[config.mk]
export PLATFORM = sky130hd
export DESIGN_NAME = accum_cpu
export DESIGN_NICKNAME = d
export VERILOG_FILES = /design/src/rtl/accum_cpu_pkg.sv /design/src/rtl/accum_cpu_alu.sv /design/src/rtl/accum_cpu.sv
export SDC_FILE = /design/constraint.sdc
export NUM_CORES = 1
export LEC_CHECK = 0
export ABC_AREA = 1
export CORE_MARGIN = 3
export CORE_UTILIZATION = 54
export DETAILED_ROUTE_END_ITERATION = 12
export GPL_ROUTABILITY_DRIVEN = 0
export PLACE_DENSITY = 0.85
export SYNTH_ARGS = -nofsm -noshare
export SYNTH_HDL_FRONTEND = slang
export SYNTH_SLANG_ARGS = --single-unit
[constraint.sdc]
create_clock -name clk -period 2.8 [get_ports clk]
set_input_delay 0.56 -clock clk [delete_from_list [all_inputs] [get_ports clk]]
set_output_delay 0.56 -clock clk [all_outputs]
set_load 0.01 [all_outputs]
[src/rtl/accum_cpu_pkg.sv]
// rtl/accum_cpu_pkg.sv - opcodes, FSM state type and width limit shared by accum_cpu
package accum_cpu_pkg;

    localparam int MIN_DATA_W = 8;

    localparam logic [7:0] OP_NOP = 8'h00;
    localparam logic [7:0] OP_LDA = 8'h01;
    localparam logic [7:0] OP_STA = 8'h02;
    localparam logic [7:0] OP_MPA = 8'h03;
    localparam logic [7:0] OP_MAP = 8'h04;
    localparam logic [7:0] OP_MBA = 8'h05;
    localparam logic [7:0] OP_MAB = 8'h06;
    localparam logic [7:0] OP_LDI = 8'h07;
    localparam logic [7:0] OP_JMP = 8'h08;
    localparam logic [7:0] OP_JZ  = 8'h09;
    localparam logic [7:0] OP_HLT = 8'h0F;
    localparam logic [7:0] OP_ADD = 8'h10;
    localparam logic [7:0] OP_SUB = 8'h11;
    localparam logic [7:0] OP_MUL = 8'h12;
    localparam logic [7:0] OP_DIV = 8'h13;
    localparam logic [7:0] OP_AND = 8'h14;
    localparam logic [7:0] OP_OR  = 8'h15;
    localparam logic [7:0] OP_XOR = 8'h16;
    localparam logic [7:0] OP_NOT = 8'h17;

    typedef enum logic [2:0] {
        S_FETCH,
        S_WAIT,
        S_DECODE,
        S_OPND,
        S_MEM,
        S_WRITE,
        S_HALT
    } state_t;

endpackage

[src/rtl/accum_cpu_alu.sv]
// rtl/accum_cpu_alu.sv - combinational a-op-b unit; MUL/DIV present only with ACCUM_CPU_MULDIV_EN
module accum_cpu_alu
    import accum_cpu_pkg::*;
#(
    parameter int DATA_W = 8
) (
    input  logic [7:0]        op,
    input  logic [DATA_W-1:0] a,
    input  logic [DATA_W-1:0] b,
    output logic [DATA_W-1:0] y
);

    always_comb begin
        y = a;
        case (op)
            OP_ADD: y = a + b;
            OP_SUB: y = a - b;
            OP_AND: y = a & b;
            OP_OR:  y = a | b;
            OP_XOR: y = a ^ b;
            OP_NOT: y = ~a;
`ifdef ACCUM_CPU_MULDIV_EN
            OP_MUL: y = a * b;
            // Division by zero saturates instead of producing an undefined quotient.
            OP_DIV: y = (b == '0) ? '1 : a / b;
`else
            OP_MUL, OP_DIV: y = a;
`endif
            default: y = a;
        endcase
    end

endmodule

[src/rtl/accum_cpu.sv]
// rtl/accum_cpu.sv - multi-cycle accumulator CPU on one shared memory port (MUL/DIV via ACCUM_CPU_MULDIV_EN)
module accum_cpu
    import accum_cpu_pkg::*;
#(
    parameter int DATA_W  = 8,
    parameter int ADDR_W  = 8,
    parameter int MEM_LAT = 1
) (
    input  logic              clk,
    input  logic              rst,
    input  logic [DATA_W-1:0] data_in,
    output logic [ADDR_W-1:0] addr,
    output logic [DATA_W-1:0] data_out,
    output logic              we,
    output logic              halted
);

    if (DATA_W < MIN_DATA_W) begin : g_width_check
        $error("accum_cpu: DATA_W must be at least 8");
    end

    localparam logic [1:0]        LAT_M1 = (MEM_LAT > 0) ? 2'(MEM_LAT - 1) : 2'd0;
    localparam logic [ADDR_W-1:0] PC_ONE = ADDR_W'(1);
    localparam logic [ADDR_W-1:0] PC_TWO = ADDR_W'(2);

    state_t            state, state_n, ret, ret_n;
    logic [1:0]        cnt, cnt_n;
    logic [ADDR_W-1:0] pc, pc_n, addr_n, opnd_addr;
    logic [DATA_W-1:0] a, a_n, b, b_n, dout_n, alu_y;
    logic [7:0]        inst, inst_n, op_now;
    logic              we_n;

    assign op_now    = data_in[7:0];
    assign opnd_addr = ADDR_W'(data_in);
    assign halted    = (state == S_HALT);

    accum_cpu_alu #(.DATA_W(DATA_W)) u_alu (
        .op (op_now),
        .a  (a),
        .b  (b),
        .y  (alu_y)
    );

    always_ff @(posedge clk) begin
        if (rst) begin
            state    <= S_FETCH;
            ret      <= S_FETCH;
            cnt      <= '0;
            pc       <= '0;
            a        <= '0;
            b        <= '0;
            inst     <= '0;
            addr     <= '0;
            data_out <= '0;
            we       <= 1'b0;
        end else begin
            state    <= state_n;
            ret      <= ret_n;
            cnt      <= cnt_n;
            pc       <= pc_n;
            a        <= a_n;
            b        <= b_n;
            inst     <= inst_n;
            addr     <= addr_n;
            data_out <= dout_n;
            we       <= we_n;
        end
    end

    // Every read goes through WAIT for MEM_LAT cycles (skipped when MEM_LAT is 0);
    // ret remembers which state samples data_in afterwards.
    always_comb begin
        state_n = state;
        ret_n   = ret;
        cnt_n   = cnt;
        pc_n    = pc;
        a_n     = a;
        b_n     = b;
        inst_n  = inst;
        addr_n  = addr;
        dout_n  = data_out;
        we_n    = 1'b0;
        case (state)
            S_FETCH: begin
                addr_n  = pc;
                state_n = (MEM_LAT == 0) ? S_DECODE : S_WAIT;
                ret_n   = S_DECODE;
                cnt_n   = LAT_M1;
            end
            S_WAIT: begin
                if (cnt == 2'd0) state_n = ret;
                else             cnt_n   = cnt - 2'd1;
            end
            S_DECODE: begin
                inst_n  = op_now;
                state_n = S_FETCH;
                pc_n    = pc + PC_ONE;
                case (op_now)
                    OP_NOP: ;
                    OP_LDA, OP_STA, OP_LDI, OP_JMP, OP_JZ: begin
                        addr_n  = pc + PC_ONE;
                        pc_n    = pc;
                        state_n = (MEM_LAT == 0) ? S_OPND : S_WAIT;
                        ret_n   = S_OPND;
                        cnt_n   = LAT_M1;
                    end
                    OP_MPA: a_n = DATA_W'(pc);
                    OP_MAP: pc_n = ADDR_W'(a);
                    OP_MBA: a_n = b;
                    OP_MAB: b_n = a;
                    OP_HLT: begin
                        pc_n    = pc;
                        state_n = S_HALT;
                    end
                    default: if (op_now[7:3] == 5'b00010) a_n = alu_y;
                endcase
            end
            S_OPND: begin
                state_n = S_FETCH;
                pc_n    = pc + PC_TWO;
                case (inst)
                    OP_LDI: a_n = data_in;
                    OP_JMP: pc_n = opnd_addr;
                    OP_JZ:  if (a == '0) pc_n = opnd_addr;
                    OP_LDA: begin
                        addr_n  = opnd_addr;
                        pc_n    = pc;
                        state_n = (MEM_LAT == 0) ? S_MEM : S_WAIT;
                        ret_n   = S_MEM;
                        cnt_n   = LAT_M1;
                    end
                    OP_STA: begin
                        addr_n  = opnd_addr;
                        dout_n  = a;
                        we_n    = 1'b1;
                        state_n = S_WRITE;
                    end
                    default: ;
                endcase
            end
            S_MEM: begin
                a_n     = data_in;
                pc_n    = pc + PC_TWO;
                state_n = S_FETCH;
            end
            S_WRITE: state_n = S_FETCH;
            S_HALT:  state_n = S_HALT;
            default: state_n = S_FETCH;
        endcase
    end

endmodule

==> run metrics, run 1 <==
outcome complete, no violations; # diodes 0; DP Area 4700 µm²; Die Wd about 94 µm; mux share of post-synthesis cell area 0%; multi-input logic area 2660 µm²; Switching Fraction 33.2%; met3 Resource Use GR about 6.9%; Crit path required time slightly above 3 ns; pin count of the biggest net entering global routing 26; total grt overflow 0; Gate power share 24.9%; sequential power share 40.3%; Avg WL per Cell 16.5 µm; DRC violation total after the first TritonRoute iteration 503; Post-DP HPWL approximately 9200 µm; RSZ-0062 raised after global routing false; htree depth 3; post-synthesis register bit count 57; gr busiest metal met2; Site Rows 31; CP Data Arrival Time 2.85 ns; maxcap violations 0; Seq/Total Area, Yosys a little over a quarter; crit path launch type register; switching power roughly 750 µW; Ys Warns 0; residual DRC count 0; GR Util met1 35.9%; beginning of the worst hold path inst[5]; GR Util All Layers 29.8%; Hold Violations, Final 0; Synth Area in Adders around 8.6%; total wire length 12900 µm; Fillers 604; static leakage 0.00227 µW; worst reg2reg path depth 21; die area 8810 µm²; maximum vdd drop 0.519 mV; Die Y 93.9 µm; Critical R2R Capture a[7]; I/O pin count 28; Synth Net Count 658; Internal 1510 µW; Clock Sinks 57; PortBufs 27; XOR/XNOR Fraction of Synth Area 3.57%; Core ar. 7370 µm²; PwrDens 453 nW/µm²; actual slew at the worst max-slew pin about 0.6 ns; vias 4654; Syn Std Cell Area roughly 4200 µm²; Primary FF master, synth dfxtp_1; Min-Delay Path Depth 2; Reg-to-Reg Start b[0]; CP Class reg -> reg; first-pass GRT wire length between 20000 and 25000 µm; final slew viol count 0; WHS Endpoint inst[5]; Hold Buf Count CTS 0; CTS tree done; final instance area 4990 µm²; post-route setup TNS 0 ns; CP endpoint kind register; # setup viols final 0; Crit Path Max Fanout 4; commonest non-fill, non-tap cell in the layout nand2_1; Routed Antenna Nets 0; main combinational cell family by area after synthesis compound AO/OA/AOI/OAI gates; cts bufs inserted 9; post-synthesis compound-gate area fraction 25.5%; Initial Util 56.6%; initial antenna violation count 0; DP Cell Count 760; most frequent cells in the layout 114 x nand2_1, 77 x a21oi_1, 71 x o21ai_0; Power Total around 2300 µW; syn avg cell area 6.72 µm²; clock network fraction of total power 34.8%; clock slew at the register clock pins of the worst setup and hold paths roughly 0.070 ns; Post-Syn Instances a little over 600; M2 GR Usage 47.5%; Synth cell types 42; post-layout minimum cycle time 2.63 ns; Core Util, Final about two thirds; CTS Root Buffer Type clkbuf_8; ys async rst share 0%; vias in the first global route 4532; Worst-Skew Late Latency 0.35 ns; flop2flop setup slack 0.17 ns; Layout area overhead 19.8%; Final Cycle Share 93.8%; share of cells above drive strength 1 15.6%; Pre-antenna DRT Iters 6; Clock Path Buffers 2; Simple-Gate Fraction of Synth Area 25.1%; fin nets 713; worst hold-check path type reg -> reg; number of synthesized flops with an enable pin 0; post-route insts no fill 779; Max Clock Skew between 0.01 and 0.015 ns; fmax 0.381 GHz; vias per inst 5.97; Reg area 1140 µm²; relative slew slack 59.0%
## cells in the mapped netlist (10+ instances only)
cell	number	share of area (%)
nand2_2	10	1.5
clkbuf_1	10	0.90
dfxtp_1	57	27
nand2_1	117	11
o21ai_0	72	8.6
nand4_1	11	1.7
nor3_1	13	1.6
inv_1	70	6.3
a21oi_1	79	9.5
xor2_1	17	3.6
nor2_1	41	3.7
ha_1	27	8.1
inv_2	11	0.99
nand3_1	16	1.9
o22ai_1	13	2.0
## how the worst max path moves through the flow
| stage | startpoint | endpoint | cells after the start |
|---|---|---|---|
| CTS | data_in[1] | a[6] | 19 |
| global placement | data_in[1] | a[6] | 19 |
| finish | b[0] | a[7] | 21 |
| global route | b[0] | a[7] | 21 |
| detailed placement | data_in[1] | a[6] | 19 |
| floorplan | data_in[0] | a[6] | 18 |
## layer usage
layer,vias up,wire [µm],share of wire (%)
met5,-,0,0
met4,0,776,6.0
met3,78,1060,8.2
met2,284,6060,47
met1,2102,4980,39
li1,2190,-,-
## state kept, by name, summed over array words and instances, names as in the netlist
name,flops
cnt,2
data_out,8
a,8
inst,8
addr,8
ret,3
pc,8
state,3
we,1
b,8
## cell families after synthesis
kind of cell,count (synthesis)
XOR/XNOR,17
adder cells (fa/ha/maj),28
AND/OR/NAND/NOR,225
AO/OA/AOI/OAI,192
buffers and inverters,101
flip-flops,57
## critical path, cell delays in order (launching register included)
cell,delay [ns]
dfxtp_1,0.31
inv_1,0.14
ha_1,0.17
inv_1,0.05
nor3_1,0.13
inv_1,0.11
o31ai_2,0.20
xor2_1,0.10
ha_1,0.33
nand2_2,0.06
nor3_1,0.19
nand2_1,0.13
nand2_2,0.10
inv_1,0.04
nand2_1,0.05
nand2_1,0.05
nand2_1,0.07
nand2_1,0.06
nand2_1,0.05
nand2_1,0.05
nand2_1,0.05
a21oi_1,0.05
## final cells by class
cell class                      count  share of cell area (%)
Multi-Input combinational cell    462                    53.4
Sequential cell                    57                    22.9
Timing Repair Buffer               61                    11.0
Inverter                           84                    6.34
Clock buffer                       11                    2.83
Tap cell                           99                    2.48
Clock inverter                      5                    1.10
## timing repair
item / CTS / global route
setup buffers: 0 / 3
pin swaps: 0 / 13
hold endpoints to repair: 0 / 0
setup endpoints to repair: 1 / 5
gates resized for setup: 1 / 23
## per-stage QoR
step,hold WS (ns),setup slack [ns]
2_1_floorplan,0.427,0.147
3_3_place_gp,0.440,-0.283
3_5_place_dp,0.450,-0.382
4_1_cts,0.460,0.0342
5_1_grt,0.486,0.00876
6_report,0.459,0.174
## power by group through the flow
| stage | Combinational (µW) | Sequential (µW) | Clock (µW) |
|---|---|---|---|
| detailed placement | 523 | 928 | 0 |
| global placement | 503 | 924 | 0 |
| finish | 563 | 912 | 788 |
| global route | 625 | 917 | 829 |
| CTS | 531 | 911 | 787 |
| floorplan | 359 | 922 | 0 |
No activity file was read; power rests on OpenSTA's default activity.
==> run 2: changes to the inputs <==
CTS_CLUSTER_DIAMETER = 80   (was default)
CTS_CLUSTER_SIZE = 8   (was default)
==> results of run 2 <==
The final DEF is identical to that of run 1; final timing and power are the same.
